`config.mk`:
```
export PLATFORM = sky130hd
export DESIGN_NAME = digit_glyph_streamer
export DESIGN_NICKNAME = d
export VERILOG_FILES = /design/src/rtl/digit_glyph_streamer.sv
export SDC_FILE = /design/constraint.sdc
export NUM_CORES = 1
export LEC_CHECK = 0
export CAP_MARGIN = 15
export CORE_UTILIZATION = 45
export CTS_CLUSTER_DIAMETER = 80
export DETAILED_ROUTE_END_ITERATION = 6
export PLACE_DENSITY = 0.8
export SYNTH_ARGS = -nofsm -noshare
export SYNTH_HDL_FRONTEND = slang
export SYNTH_SLANG_ARGS = --single-unit
```
`constraint.sdc`:
```
create_clock -name iCLK -period 2.4 [get_ports iCLK]
set_input_delay 0.48 -clock iCLK [delete_from_list [all_inputs] [get_ports iCLK]]
set_output_delay 0.48 -clock iCLK [all_outputs]
set_load 0.01 [all_outputs]
```
`src/rtl/digit_glyph_streamer.sv`:
```
// Renders a decimal digit as an 11x11 seven-segment RGB glyph streamed in raster order over valid/ready.
// Optional GLYPH_COUNT_EN adds a 16-bit count of completed glyphs.
module digit_glyph_streamer #(
    parameter logic [23:0] FG_COLOR = 24'hFFFFFF,
    parameter logic [23:0] BG_COLOR = 24'h000000,
    parameter int          SIZE     = 11
) (
    input  logic        iCLK,
    input  logic        iRST_N,
    input  logic        start,
    input  logic [3:0]  digit,
    output logic        busy,
    output logic        err,
    output logic [23:0] pix_data,
    output logic        pix_valid,
    input  logic        pix_ready,
    output logic        pix_sof,
    output logic        pix_eol,
    output logic        done
`ifdef GLYPH_COUNT_EN
    ,
    output logic [15:0] glyph_count
`endif
);

    generate
        if (SIZE != 11) begin : g_size_check
            $error("digit_glyph_streamer: SIZE must be 11");
        end
    endgenerate

    typedef enum logic [1:0] {IDLE, STREAM, DONE} state_t;

    state_t      state_q, state_d;
    logic [3:0]  row_q, row_d;
    logic [3:0]  col_q, col_d;
    logic [3:0]  digit_q, digit_d;
    logic [23:0] data_q, data_d;
    logic        sof_q, sof_d;
    logic        eol_q, eol_d;
    logic        err_q, err_d;
    logic [3:0]  next_row, next_col;

    // Segment bits are {g,f,e,d,c,b,a}.
    function automatic logic [6:0] seg_map(input logic [3:0] d);
        case (d)
            4'd0:    seg_map = 7'b0111111;
            4'd1:    seg_map = 7'b0000110;
            4'd2:    seg_map = 7'b1011011;
            4'd3:    seg_map = 7'b1001111;
            4'd4:    seg_map = 7'b1100110;
            4'd5:    seg_map = 7'b1101101;
            4'd6:    seg_map = 7'b1111101;
            4'd7:    seg_map = 7'b0000111;
            4'd8:    seg_map = 7'b1111111;
            4'd9:    seg_map = 7'b1101111;
            default: seg_map = 7'b0000000;
        endcase
    endfunction

    function automatic logic [23:0] pixel_color(input logic [3:0] d, input logic [3:0] r,
                                                input logic [3:0] c);
        logic [6:0] seg;
        logic       lit;
        logic       mid_col, top_row, bot_row;
        seg     = seg_map(d);
        lit     = 1'b0;
        mid_col = (c >= 4'd1) && (c <= 4'd9);
        top_row = (r >= 4'd1) && (r <= 4'd4);
        bot_row = (r >= 4'd6) && (r <= 4'd9);
        if (mid_col && r == 4'd0)  lit = seg[0];
        if (mid_col && r == 4'd5)  lit = seg[6];
        if (mid_col && r == 4'd10) lit = seg[3];
        if (c == 4'd10 && top_row) lit = seg[1];
        if (c == 4'd10 && bot_row) lit = seg[2];
        if (c == 4'd0 && bot_row)  lit = seg[4];
        if (c == 4'd0 && top_row)  lit = seg[5];
        pixel_color = lit ? FG_COLOR : BG_COLOR;
    endfunction

    always_comb begin
        state_d  = state_q;
        row_d    = row_q;
        col_d    = col_q;
        digit_d  = digit_q;
        data_d   = data_q;
        sof_d    = sof_q;
        eol_d    = eol_q;
        err_d    = 1'b0;
        next_row = row_q;
        next_col = col_q;
        case (state_q)
            IDLE: begin
                if (start) begin
                    if (digit > 4'd9) begin
                        err_d = 1'b1;
                    end else begin
                        digit_d = digit;
                        row_d   = 4'd0;
                        col_d   = 4'd0;
                        data_d  = pixel_color(digit, 4'd0, 4'd0);
                        sof_d   = 1'b1;
                        eol_d   = 1'b0;
                        state_d = STREAM;
                    end
                end
            end
            STREAM: begin
                if (pix_ready) begin
                    if (row_q == 4'd10 && col_q == 4'd10) begin
                        row_d   = 4'd0;
                        col_d   = 4'd0;
                        data_d  = 24'd0;
                        sof_d   = 1'b0;
                        eol_d   = 1'b0;
                        state_d = DONE;
                    end else begin
                        if (col_q == 4'd10) begin
                            next_col = 4'd0;
                            next_row = row_q + 4'd1;
                        end else begin
                            next_col = col_q + 4'd1;
                        end
                        row_d  = next_row;
                        col_d  = next_col;
                        data_d = pixel_color(digit_q, next_row, next_col);
                        sof_d  = 1'b0;
                        eol_d  = (next_col == 4'd10);
                    end
                end
            end
            DONE:    state_d = IDLE;
            default: state_d = IDLE;
        endcase
    end

    always_ff @(posedge iCLK or negedge iRST_N) begin
        if (!iRST_N) begin
            state_q <= IDLE;
            row_q   <= 4'd0;
            col_q   <= 4'd0;
            digit_q <= 4'd0;
            data_q  <= 24'd0;
            sof_q   <= 1'b0;
            eol_q   <= 1'b0;
            err_q   <= 1'b0;
        end else begin
            state_q <= state_d;
            row_q   <= row_d;
            col_q   <= col_d;
            digit_q <= digit_d;
            data_q  <= data_d;
            sof_q   <= sof_d;
            eol_q   <= eol_d;
            err_q   <= err_d;
        end
    end

    assign busy      = (state_q == STREAM);
    assign pix_valid = (state_q == STREAM);
    assign done      = (state_q == DONE);
    assign err       = err_q;
    assign pix_data  = data_q;
    assign pix_sof   = sof_q;
    assign pix_eol   = eol_q;

`ifdef GLYPH_COUNT_EN
    logic [15:0] cnt_q, cnt_d;

    always_comb begin
        cnt_d = cnt_q;
        if (state_q == DONE) cnt_d = cnt_q + 16'd1;
    end

    always_ff @(posedge iCLK or negedge iRST_N) begin
        if (!iRST_N) cnt_q <= 16'd0;
        else         cnt_q <= cnt_d;
    end

    assign glyph_count = cnt_q;
`endif

endmodule
```
==> impl_results.md <==
* Chip Height at between 60 and 70 µm
* Clock share of power at 0.106
* Final Power at 2.32 mW
* Area growth from synthesis to final layout at 23.0%
* Peak supply drop at 0.000606 V
* Setup total negative slack at 0 ns
* Flip-flop cell with the highest count after synthesis: sky130_fd_sc_hd__dfrtp_1
* Switching share of total power at 0.418
* Vias in the first global route at 1331
* Antenna violations before repair at 0
* Total iterations of the first detailed-routing run at 4
* Number of warning messages in the yosys log at 0
* Ports at 38
* Final design instance area without fill at approximately 2100 µm²
* Critical path origin: row_q[0]
* Global-route wire length before repair at 6.07 mm
* Worst R2R Start: row_q[0]
* Number of nets at the end of the flow at roughly 250
* Min-Delay Path Class: reg2reg
* Area of the placeable core at roughly 3700 µm²
* Critical Path RT at 2.59 ns
* Met1 Resource Use GR at 0.256
* Root buffer cell: sky130_fd_sc_hd__clkbuf_8
* Vias/cell at 5.34
* Met3 Use GR at 0.0362
* Comb pwr share at 0.645
* Internal power at 1.35 mW
* Crit start category: register
* Worst-case clock skew at 0.00446 ns
* Post-synthesis register bit count at 18
* Min Tclk post-route at 2.28 ns
* Initial standard-cell utilization of the core at 0.468
* Outcome: complete, no violations
* H-Tree Depth at 1
* PortBufs at 37
* Antenna cell count at 0
* Detailed-route wire length at 3.58 mm
* Worst-Skew Late Latency at 0.25 ns
* Transition time of the tightest slew-check pin at 0.580 ns
* Net switching power at between 0.9 and 1 mW
* CTS Buffer Depth at 2
* Max-cap violation count at 0
* Number of standard-cell rows in the floorplan at 22
* Number of clock sinks at 18
* Critical path peak fanout at 5
* Critical path class: reg2reg
* Max-slew violations at 0
* Worst-case headroom to the max-slew limit at 0.613
* Number of hold-slack violations in the final timing report at 0
* Count of antenna-violating nets left after detailed routing at 0
* Global-route layer with the greatest usage: met2
* Launch point of the worst hold path: pix_sof
* Vias at 1459
* Net count of the mapped netlist at 221
* Power per standard cell area at 1100 nW/µm²
* Mapped cell area at 1710 µm²
* Fraction of layout cells with a size suffix above 1 at 0.138
* Worst hold slack across all endpoints at ~0.51 ns
* RSZ-0062 raised after global routing: false
* Post-Syn Instances at 201
* Clk pin slew, worst setup/hold paths at about 0.070 ns
* Number of inserted filler cells in the final layout at between 300 and 400
* Most common cell after layout, fill and taps aside: sky130_fd_sc_hd__clkdlybuf4s50_1
* Cell area after placement at 2000 µm²
* Total overflow reported by the global router at 0
* Unique cell type count in the Yosys netlist at just over 50
* Routed WL per cell at between 10 and 15 µm
* Mean Syn Cell Area at 8.52 µm²
* Number of buffers created by CTS at 3
* Final core utilization at 0.576
* Cts-stage hold buffer count at 0
* Die span in x at 63.7 µm
* Post-synthesis async set-or-reset flop share at 1.00
* Share of the clock period used by the worst path at 0.949
* TritonCTS clock tree: built
* Leakage power summed over all cells at 0.931 nW
* Maximum achievable frequency at around 440 MHz
* Total GRT Usage at 0.189
* Final setup viols at 0
* Pin count of the biggest net entering global routing at 26
* Last weighted congestion value of the routability-driven placer at 0.922
* Kind of end point of the critical path: register
* Arrival time at the worst endpoint at 2.47 ns
* Number of enable-type register cells in the synthesized netlist at 0
* Floorplan die area at 4060 µm²
* Highest-count cells in the layout ignoring fill and taps: sky130_fd_sc_hd__clkdlybuf4s50_1 (37), sky130_fd_sc_hd__nand2_1 (22), sky130_fd_sc_hd__o21ai_0 (22)
* Sequential-to-total area share from yosys stat at 0.263
* GR met2 Demand/Resource at 0.301
* Post-detailed-route DRC marker count at 0
* Flop pwr share at 0.249
* First DRT Iteration DRCs at 60
* HPWL reported at the end of detailed placement at 2.71 mm
-- logic make-up (layout without fill, tap and decap cells) --
logic type,count (synthesis),after routing,synth area share
flops,18,18,0.263
simple gates,66,66,0.209
mux,4,5,0.0329
fa+ha+maj,12,12,0.0877
xor+xnor,7,7,0.0511
compound gates,52,52,0.191
buf+inv,42,65,0.165
-- stage by stage --
step                worst slack (ns)  instances
global route                  0.0126        273
detailed placement            0.0226        268
global placement               0.110        268
CTS                          0.00342        272
floorplan                     0.0155        201
finish                         0.123        273
-- cells in the mapped netlist (4+ instances only) --
cell	n	area [µm²]
sky130_fd_sc_hd__buf_4	25	188
sky130_fd_sc_hd__a21oi_1	8	40.0
sky130_fd_sc_hd__nor2_1	13	48.8
sky130_fd_sc_hd__o21ai_0	22	110
sky130_fd_sc_hd__xnor2_1	4	35.0
sky130_fd_sc_hd__ha_1	12	150
sky130_fd_sc_hd__nand3_1	6	30.0
sky130_fd_sc_hd__and2_1	4	25.0
sky130_fd_sc_hd__dfrtp_1	18	450
sky130_fd_sc_hd__nand2_1	22	82.6
sky130_fd_sc_hd__inv_1	10	37.5
sky130_fd_sc_hd__o211ai_1	4	30.0
-- layout make-up --
cell class                      count  area [µm²]  area share
Sequential cell                    18         450       0.214
Tap cell                           48        60.1      0.0285
Inverter                           10        37.5      0.0178
Timing Repair Buffer               51         475       0.226
Clock buffer                        4        55.1      0.0261
Multi-Input combinational cell    142        1030       0.488
-- power by group through the flow --
stage               sequential, mW  combinational [mW]  clock, mW
floorplan                    0.512                1.16          0
global placement             0.574                1.41          0
detailed placement           0.582                1.44          0
CTS                          0.575                1.44      0.253
global route                 0.606                1.66      0.267
finish                       0.577                1.50      0.247
-- routing by layer --
| layer | vias up | share of wire |
|---|---|---|
| met4 | 0 | 0.016 |
| met3 | 6 | 0.051 |
| met1 | 679 | 0.48 |
| met5 | - | 0 |
| met2 | 49 | 0.46 |
| li1 | 725 | - |
-- path summary, 6_finish.rpt --
path                       slack (ns)  depth (start not counted)      endpoint
max in group asynchronous        1.63                          2       pix_eol
hold / removal                   0.51                          2       pix_sof
hold reg to reg                  0.51                          2       pix_sof
setup / recovery                 0.12                          8  pix_data[22]
min in group asynchronous        0.57                          2      row_q[1]
setup reg to reg                 0.12                          8  pix_data[22]
-- repair_timing --
item                       CTS  global route
resized for setup            0             6
setup endpoints to repair    0             1
setup buffers                0             0
-- critical path, cell delays in order, from the launching register on --
cell,delay [ns]
sky130_fd_sc_hd__dfrtp_1,0.42
sky130_fd_sc_hd__ha_1,0.26
sky130_fd_sc_hd__nand4b_4,0.17
sky130_fd_sc_hd__xor2_4,0.20
sky130_fd_sc_hd__mux4_2,0.50
sky130_fd_sc_hd__nor2b_1,0.14
sky130_fd_sc_hd__a2bb2oi_1,0.16
sky130_fd_sc_hd__o211ai_1,0.18
sky130_fd_sc_hd__a32o_1,0.18
-- flip-flops by register name (all words and copies together), names as in the netlist --
| register | flops |
|---|---|
| col_q | 4 |
| digit_q | 4 |
| err | 1 |
| pix_data | 1 |
| pix_eol | 1 |
| pix_sof | 1 |
| row_q | 4 |
| state_q | 2 |
Power figures use the tool's default switching activity.
